==> src/rtl/sprite_pkg.sv <==
// sprite_pkg: shared types and width helper for the sprite animation renderer.
package sprite_pkg;
    typedef enum logic [1:0] {LOOP = 2'd0, ONESHOT = 2'd1, PINGPONG = 2'd2} mode_t;
    typedef enum logic [1:0] {IDLE, PLAY, HOLD} state_t;
    typedef logic [3:0] color_t;

    function automatic int wmin1(input int n);
        return (n > 1) ? $clog2(n) : 1;
    endfunction
endpackage

==> src/rtl/sprite_anim_seq.sv <==
// sprite_anim_seq: animation state machine with tick and frame counters.
module sprite_anim_seq
    import sprite_pkg::*;
#(
    parameter int NUM_FRAMES  = 4,
    parameter int FRAME_TICKS = 8,
    localparam int FW = wmin1(NUM_FRAMES)
) (
    input  logic          vga_clk,
    input  logic          reset,
    input  logic          frame_start,
    input  logic          trigger,
    input  logic [1:0]    mode,
    output logic [FW-1:0] frame,
    output logic          busy,
    output logic          done
);
    localparam int TW = wmin1(FRAME_TICKS);
    localparam logic [FW-1:0] LAST = FW'(NUM_FRAMES - 1);

    state_t        state, state_n;
    logic [FW-1:0] frame_n, pp_next;
    logic [TW-1:0] tick, tick_n;
    logic          dir, dir_n, pp_dir, wrap;

    always_ff @(posedge vga_clk) begin
        if (reset) begin
            state <= IDLE;
            frame <= '0;
            tick  <= '0;
            dir   <= 1'b0;
        end else begin
            state <= state_n;
            frame <= frame_n;
            tick  <= tick_n;
            dir   <= dir_n;
        end
    end

    // dir=1 means counting down; the ends force the direction so no end frame repeats
    always_comb begin
        wrap    = tick == TW'(FRAME_TICKS - 1);
        pp_dir  = (frame == LAST) ? 1'b1 : (frame == '0) ? 1'b0 : dir;
        pp_next = (LAST == '0) ? '0 : pp_dir ? frame - 1'b1 : frame + 1'b1;
        state_n = state;
        frame_n = frame;
        tick_n  = tick;
        dir_n   = dir;
        if (trigger) begin
            state_n = PLAY;
            frame_n = '0;
            tick_n  = '0;
            dir_n   = 1'b0;
        end else if (state == PLAY && frame_start) begin
            tick_n = wrap ? '0 : tick + 1'b1;
            if (wrap) begin
                if (mode == PINGPONG) begin
                    frame_n = pp_next;
                    dir_n   = pp_dir;
                end else if (mode == ONESHOT) begin
                    frame_n = (frame == LAST) ? frame : frame + 1'b1;
                    state_n = (frame == LAST) ? HOLD : PLAY;
                end else begin
                    frame_n = (frame == LAST) ? '0 : frame + 1'b1;
                end
            end
        end
    end

    assign busy = state == PLAY;
    assign done = state == HOLD;
endmodule

==> src/rtl/sprite_anim_renderer.sv <==
// sprite_anim_renderer: scaled, animated sprite overlay with a 2-cycle ROM/palette pipeline.
module sprite_anim_renderer
    import sprite_pkg::*;
#(
    parameter int SPR_W       = 16,
    parameter int SPR_H       = 16,
    parameter int NUM_FRAMES  = 4,
    parameter int FRAME_TICKS = 8,
    parameter int SCALE_SHIFT = 0,
    parameter int TRANSP_IDX  = 0,
    parameter int ADDR_W      = $clog2(SPR_W * SPR_H * NUM_FRAMES)
) (
    input  logic              vga_clk,
    input  logic              reset,
    input  logic [9:0]        DrawX,
    input  logic [9:0]        DrawY,
    input  logic              blank,
    input  logic              frame_start,
    input  logic [9:0]        pos_x,
    input  logic [9:0]        pos_y,
    input  logic [1:0]        mode,
    input  logic              trigger,
    output logic [ADDR_W-1:0] rom_addr,
    input  logic [7:0]        rom_q,
    output logic [7:0]        pal_idx,
    input  color_t            pal_r,
    input  color_t            pal_g,
    input  color_t            pal_b,
    output color_t            red,
    output color_t            green,
    output color_t            blue,
    output logic              opaque,
    output logic              busy,
    output logic              done
);
    localparam int FW = wmin1(NUM_FRAMES);

    logic [FW-1:0]     frame;
    logic [9:0]        px_l, py_l;
    logic [10:0]       dx, dy;
    logic [ADDR_W-1:0] addr_n;
    logic              in_box, in_box0, in_box1, blank0, blank1, vis;

    sprite_anim_seq #(.NUM_FRAMES(NUM_FRAMES), .FRAME_TICKS(FRAME_TICKS)) u_seq (
        .vga_clk(vga_clk), .reset(reset), .frame_start(frame_start), .trigger(trigger),
        .mode(mode), .frame(frame), .busy(busy), .done(done)
    );

    // 11-bit differences wrap negative offsets to large values, so left/above falls outside
    assign dx     = {1'b0, DrawX} - {1'b0, px_l};
    assign dy     = {1'b0, DrawY} - {1'b0, py_l};
    assign in_box = (dx < 11'(SPR_W << SCALE_SHIFT)) && (dy < 11'(SPR_H << SCALE_SHIFT));
    assign addr_n = ADDR_W'(int'(frame) * SPR_W * SPR_H + int'(dy >> SCALE_SHIFT) * SPR_W
                    + int'(dx >> SCALE_SHIFT));
    assign pal_idx = rom_q;
    assign vis     = blank1 && in_box1 && (rom_q != 8'(TRANSP_IDX));

    always_ff @(posedge vga_clk) begin
        if (reset) begin
            px_l     <= '0;
            py_l     <= '0;
            rom_addr <= '0;
            in_box0  <= 1'b0;
            in_box1  <= 1'b0;
            blank0   <= 1'b0;
            blank1   <= 1'b0;
            red      <= '0;
            green    <= '0;
            blue     <= '0;
            opaque   <= 1'b0;
        end else begin
            if (frame_start) begin
                px_l <= pos_x;
                py_l <= pos_y;
            end
            rom_addr <= addr_n;
            in_box0  <= in_box;
            blank0   <= blank;
            in_box1  <= in_box0;
            blank1   <= blank0;
            red      <= vis ? pal_r : '0;
            green    <= vis ? pal_g : '0;
            blue     <= vis ? pal_b : '0;
            opaque   <= vis;
        end
    end
endmodule
==> config.mk <==
export PLATFORM = sky130hd
export DESIGN_NAME = sprite_anim_renderer
export DESIGN_NICKNAME = d
export VERILOG_FILES = /design/src/rtl/sprite_pkg.sv /design/src/rtl/sprite_anim_seq.sv /design/src/rtl/sprite_anim_renderer.sv
export SDC_FILE = /design/constraint.sdc
export NUM_CORES = 1
export LEC_CHECK = 0
export ABC_AREA = 1
export ABC_CLOCK_PERIOD_IN_PS = 3600
export CELL_PAD_IN_SITES_DETAIL_PLACEMENT = 1
export CELL_PAD_IN_SITES_GLOBAL_PLACEMENT = 2
export CORE_ASPECT_RATIO = 1.1
export CORE_UTILIZATION = 25
export CTS_CLUSTER_DIAMETER = 60
export DETAILED_ROUTE_END_ITERATION = 8
export GPL_ROUTABILITY_DRIVEN = 1
export GPL_TIMING_DRIVEN = 0
export PLACE_DENSITY_LB_ADDON = 0.1
export SLEW_MARGIN = 25
export SYNTH_ARGS = -nofsm -noshare
export SYNTH_HDL_FRONTEND = slang
export SYNTH_SLANG_ARGS = --single-unit
==> constraint.sdc <==
create_clock -name vga_clk -period 3.6 [get_ports vga_clk]
set_clock_uncertainty 0.15 [all_clocks]
set_input_delay 0.72 -clock vga_clk [delete_from_list [all_inputs] [get_ports vga_clk]]
set_output_delay 0.72 -clock vga_clk [all_outputs]
set_load 0.01 [all_outputs]
==> results.sh, run 1 <==
export IMPL_cts_made_buffers=5
export IMPL_syn_inst=489
export IMPL_slowest_delay_ns=0.52
export IMPL_relSlewSlack_pct=58.69
export IMPL_synth_distinct_cells=27
export IMPL_dr_pass1_iters=4
export IMPL_status="finished clean"
export IMPL_critPathKind="in -> reg"
export IMPL_fmax_mhz=291.7
export IMPL_antenna_cells=0
export IMPL_synthFlopType="dfxtp_1"
export IMPL_boundaryPins=100
export IMPL_startpoint_type="input port"
export IMPL_dp_hpwl_mm=7.994
export IMPL_critPathArrivalTime_ns=3.48
export IMPL_grt_max_degree=18
export IMPL_root_buffer="clkbuf_16"
export IMPL_cts_tree="built"
export IMPL_grt_pass1_wl_mm=16.17
export IMPL_antenna_found_initial=0
export IMPL_pre_cts_ws_ns=-0.6461
export IMPL_overflow=0
export IMPL_gp_congestion=0.7847
export IMPL_syn_nets=592
export IMPL_async_flop_share_pct=0
export IMPL_first_global_vias=3492
export IMPL_p_sw_uw=638.7
export IMPL_cts_max_level=2
export IMPL_intPower_uw=1267
export IMPL_drt_initial_drc_count=56
export IMPL_clock_latency_ns=0.31
export IMPL_drv_cap=0
export IMPL_required_ns=3.66
export IMPL_fillers=1623
export IMPL_fin_crit_sh_pct=95.23
export IMPL_p_leak_uw=0.002280
export IMPL_swShare_pct=33.51
export IMPL_globalRouteTotalUtil_pct=15.00
export IMPL_synth_largest_area_cell="dfxtp_1"
export IMPL_fin_ws_ns=0.1719
export IMPL_cts_sinks=55
export IMPL_hp_class="reg -> reg"
export IMPL_worst_pin_slew_ns=0.6196
export IMPL_syn_to_final_growth_pct=46.29
export IMPL_core_area_um2=13160
export IMPL_vias_per_cell=4.379
export IMPL_crit_chain="clkdlybuf4s50_1 -> inv_1 -> ha_2 -> fa_2 -> inv_1 -> ha_1 -> ha_4 -> inv_2 -> fa_2 -> o21ai_2 -> a21oi_4 -> xnor2_2 -> nand3_1 -> nand2_1 -> nor2_1"
export IMPL_wl_per_cell_um=12.93
export IMPL_combPwrFrac_pct=37.9
export IMPL_peakVddDrop_uv=160.4
export IMPL_initial_utilization_pct=25.51
export IMPL_wl_met2_mm=5.157
export IMPL_wirelength_mm=9.855
export IMPL_drc=0
export IMPL_drive_gt1_share_pct=11.81
export IMPL_die_area_um2=13900
export IMPL_setup_viol=0
export IMPL_hold_violations=0
export IMPL_power_uw=1906
export IMPL_nets=703
export IMPL_rsz0062_at_grt="false"
export IMPL_io_buffers=99
export IMPL_ys_seq_area_share_pct=32.80
export IMPL_cts_hold_buf=0
export IMPL_top_layer="met4"
export IMPL_synth_edf_count=0
export IMPL_slew_violations=0
export IMPL_die_width_um=112.5
export IMPL_fp_dieH_um=123.5
export IMPL_ant_nets=0
export IMPL_power_density_nw_per_um2=388.1
export IMPL_avgSynthCellArea_um2=6.865
export IMPL_synth_area_um2=3357
export IMPL_min_period_ns=3.428
export IMPL_crit_slowest_cell="fa_2"
export IMPL_end_kind="register"
export IMPL_yosys_top_cells_area="dfxtp_1 33%, inv_1 12%, ha_1 12%"
export IMPL_pwr_share_clk_pct=26.9
export IMPL_cp_max_fo=3
export IMPL_synth_top_area_share_pct=32.80
export IMPL_rows=44
export IMPL_synth_most_common_cell="inv_1"
export IMPL_vias=3337
export IMPL_seq_power_share_pct=35.2
export IMPL_path_clk_slew_ns=0.08
export IMPL_ys_ff_latch=55
export IMPL_cts_buffer_depth=2
export IMPL_fin_util_pct=37.32
export IMPL_ys_top_cells_by_count="108 x inv_1, 91 x nand2_1, 55 x dfxtp_1"
export IMPL_wl_met3_um=283
export IMPL_yosys_warnings=0
export IMPL_wl_met1_mm=4.265
stage by stage:
stage	setup TNS, ns	instances	hold slack (ns)	area (µm²)
2_1_floorplan	0	489	0.2383	3357
3_3_place_gp	-1.208	749	0.2435	4549
3_5_place_dp	-1.318	749	0.2530	4549
4_1_cts	0	760	0.2641	4808
5_1_grt	0	762	0.2797	4911
6_report	0	762	0.2591	4911
area by class of cell:
cell class | count | area (µm²) | share of cell area, %
Multi-Input combinational cell | 309 | 1929 | 39.29
Sequential cell | 55 | 1101 | 22.42
Clock inverter | 2 | 16.27 | 0.3312
Timing Repair Buffer | 104 | 1032 | 21.02
Inverter | 109 | 409.1 | 8.331
Clock buffer | 6 | 128.9 | 2.624
Buffer | 16 | 92.59 | 1.885
Tap cell | 161 | 201.4 | 4.102
placed cells by master, fill, tap and decap left out, drive strengths merged, types with 6 or more instances in the layout:
master / count
nor2: 52
nand2: 98
ha: 32
nand4: 6
o21ai: 29
clkdlybuf4s50: 96
dfxtp: 55
nand3: 25
a21oi: 42
inv: 110
clkbuf: 13
buf: 14
flip-flops by register name (all words and copies together) (netlist names), 2 cells and up:
| register | cells |
|---|---|
| px_l | 10 |
| py_l | 10 |
| blue | 4 |
| rom_addr | 10 |
| u_seq.tick | 3 |
| red | 4 |
| u_seq.frame | 2 |
| green | 4 |
| u_seq.state | 2 |
metal layers:
| layer | GRT usage [%] | vias to the layer above |
|---|---|---|
| met2 | 28.38 | 54 |
| met4 | 5.500 | 0 |
| met3 | 2.304 | 8 |
| met1 | 17.07 | 1551 |
| li1 | - | 1724 |
| met5 | 0 | - |
worst max-delay path: cells and delay by family:
kind	cells	cell delay [ns]
adders and majority gates	5	1.53
xor gates and xnor gates	1	0.18
AOI/OAI and AO/OA	2	0.28
buffers and inverters	4	0.59
and+or+nand+nor	3	0.19
cells by family (layout without fill, tap and decap cells):
group           count (synthesis)  in the layout  share of synthesized area, %
simple gates                  193            193                         24.93
fa+ha+maj                      36             36                         14.31
xor+xnor                        8              8                         2.087
flops                          55             55                         32.80
buf+inv                       125            237                         14.95
compound gates                 72             72                         10.92
timing repair:
action / CTS / global route
pin swaps: 12 / 9
resized for setup: 25 / 18
setup endpoints to repair: 2 / 1
hold endpoints to repair: 0 / 0
buffers inserted: 3 / 2
power by group through the flow:
stage | registers, µW | clock network (µW) | logic (µW)
4_1_cts | 672 | 541 | 692
5_1_grt | 677 | 557 | 817
3_5_place_dp | 687 | 0 | 633
6_report | 671 | 513 | 722
2_1_floorplan | 701 | 0 | 359
3_3_place_gp | 686 | 0 | 626
worst paths after layout:
| path | depth (start not counted) | start | to | slack (ns) |
|---|---|---|---|---|
| max | 15 | DrawY[0] | rom_addr[9] | 0.17 |
| min reg2reg | 2 | in_box0 | in_box1 | 0.26 |
| min | 2 | in_box0 | in_box1 | 0.26 |
| max reg2reg | 20 | px_l[1] | rom_addr[9] | 0.51 |
Note: power is estimated with default switching activity, not from simulation.
==> run 2: changes to the inputs <==
- SLEW_MARGIN: 25 -> 15
==> results of run 2 <==
Final layout, timing and power as in run 1 (identical DEF).
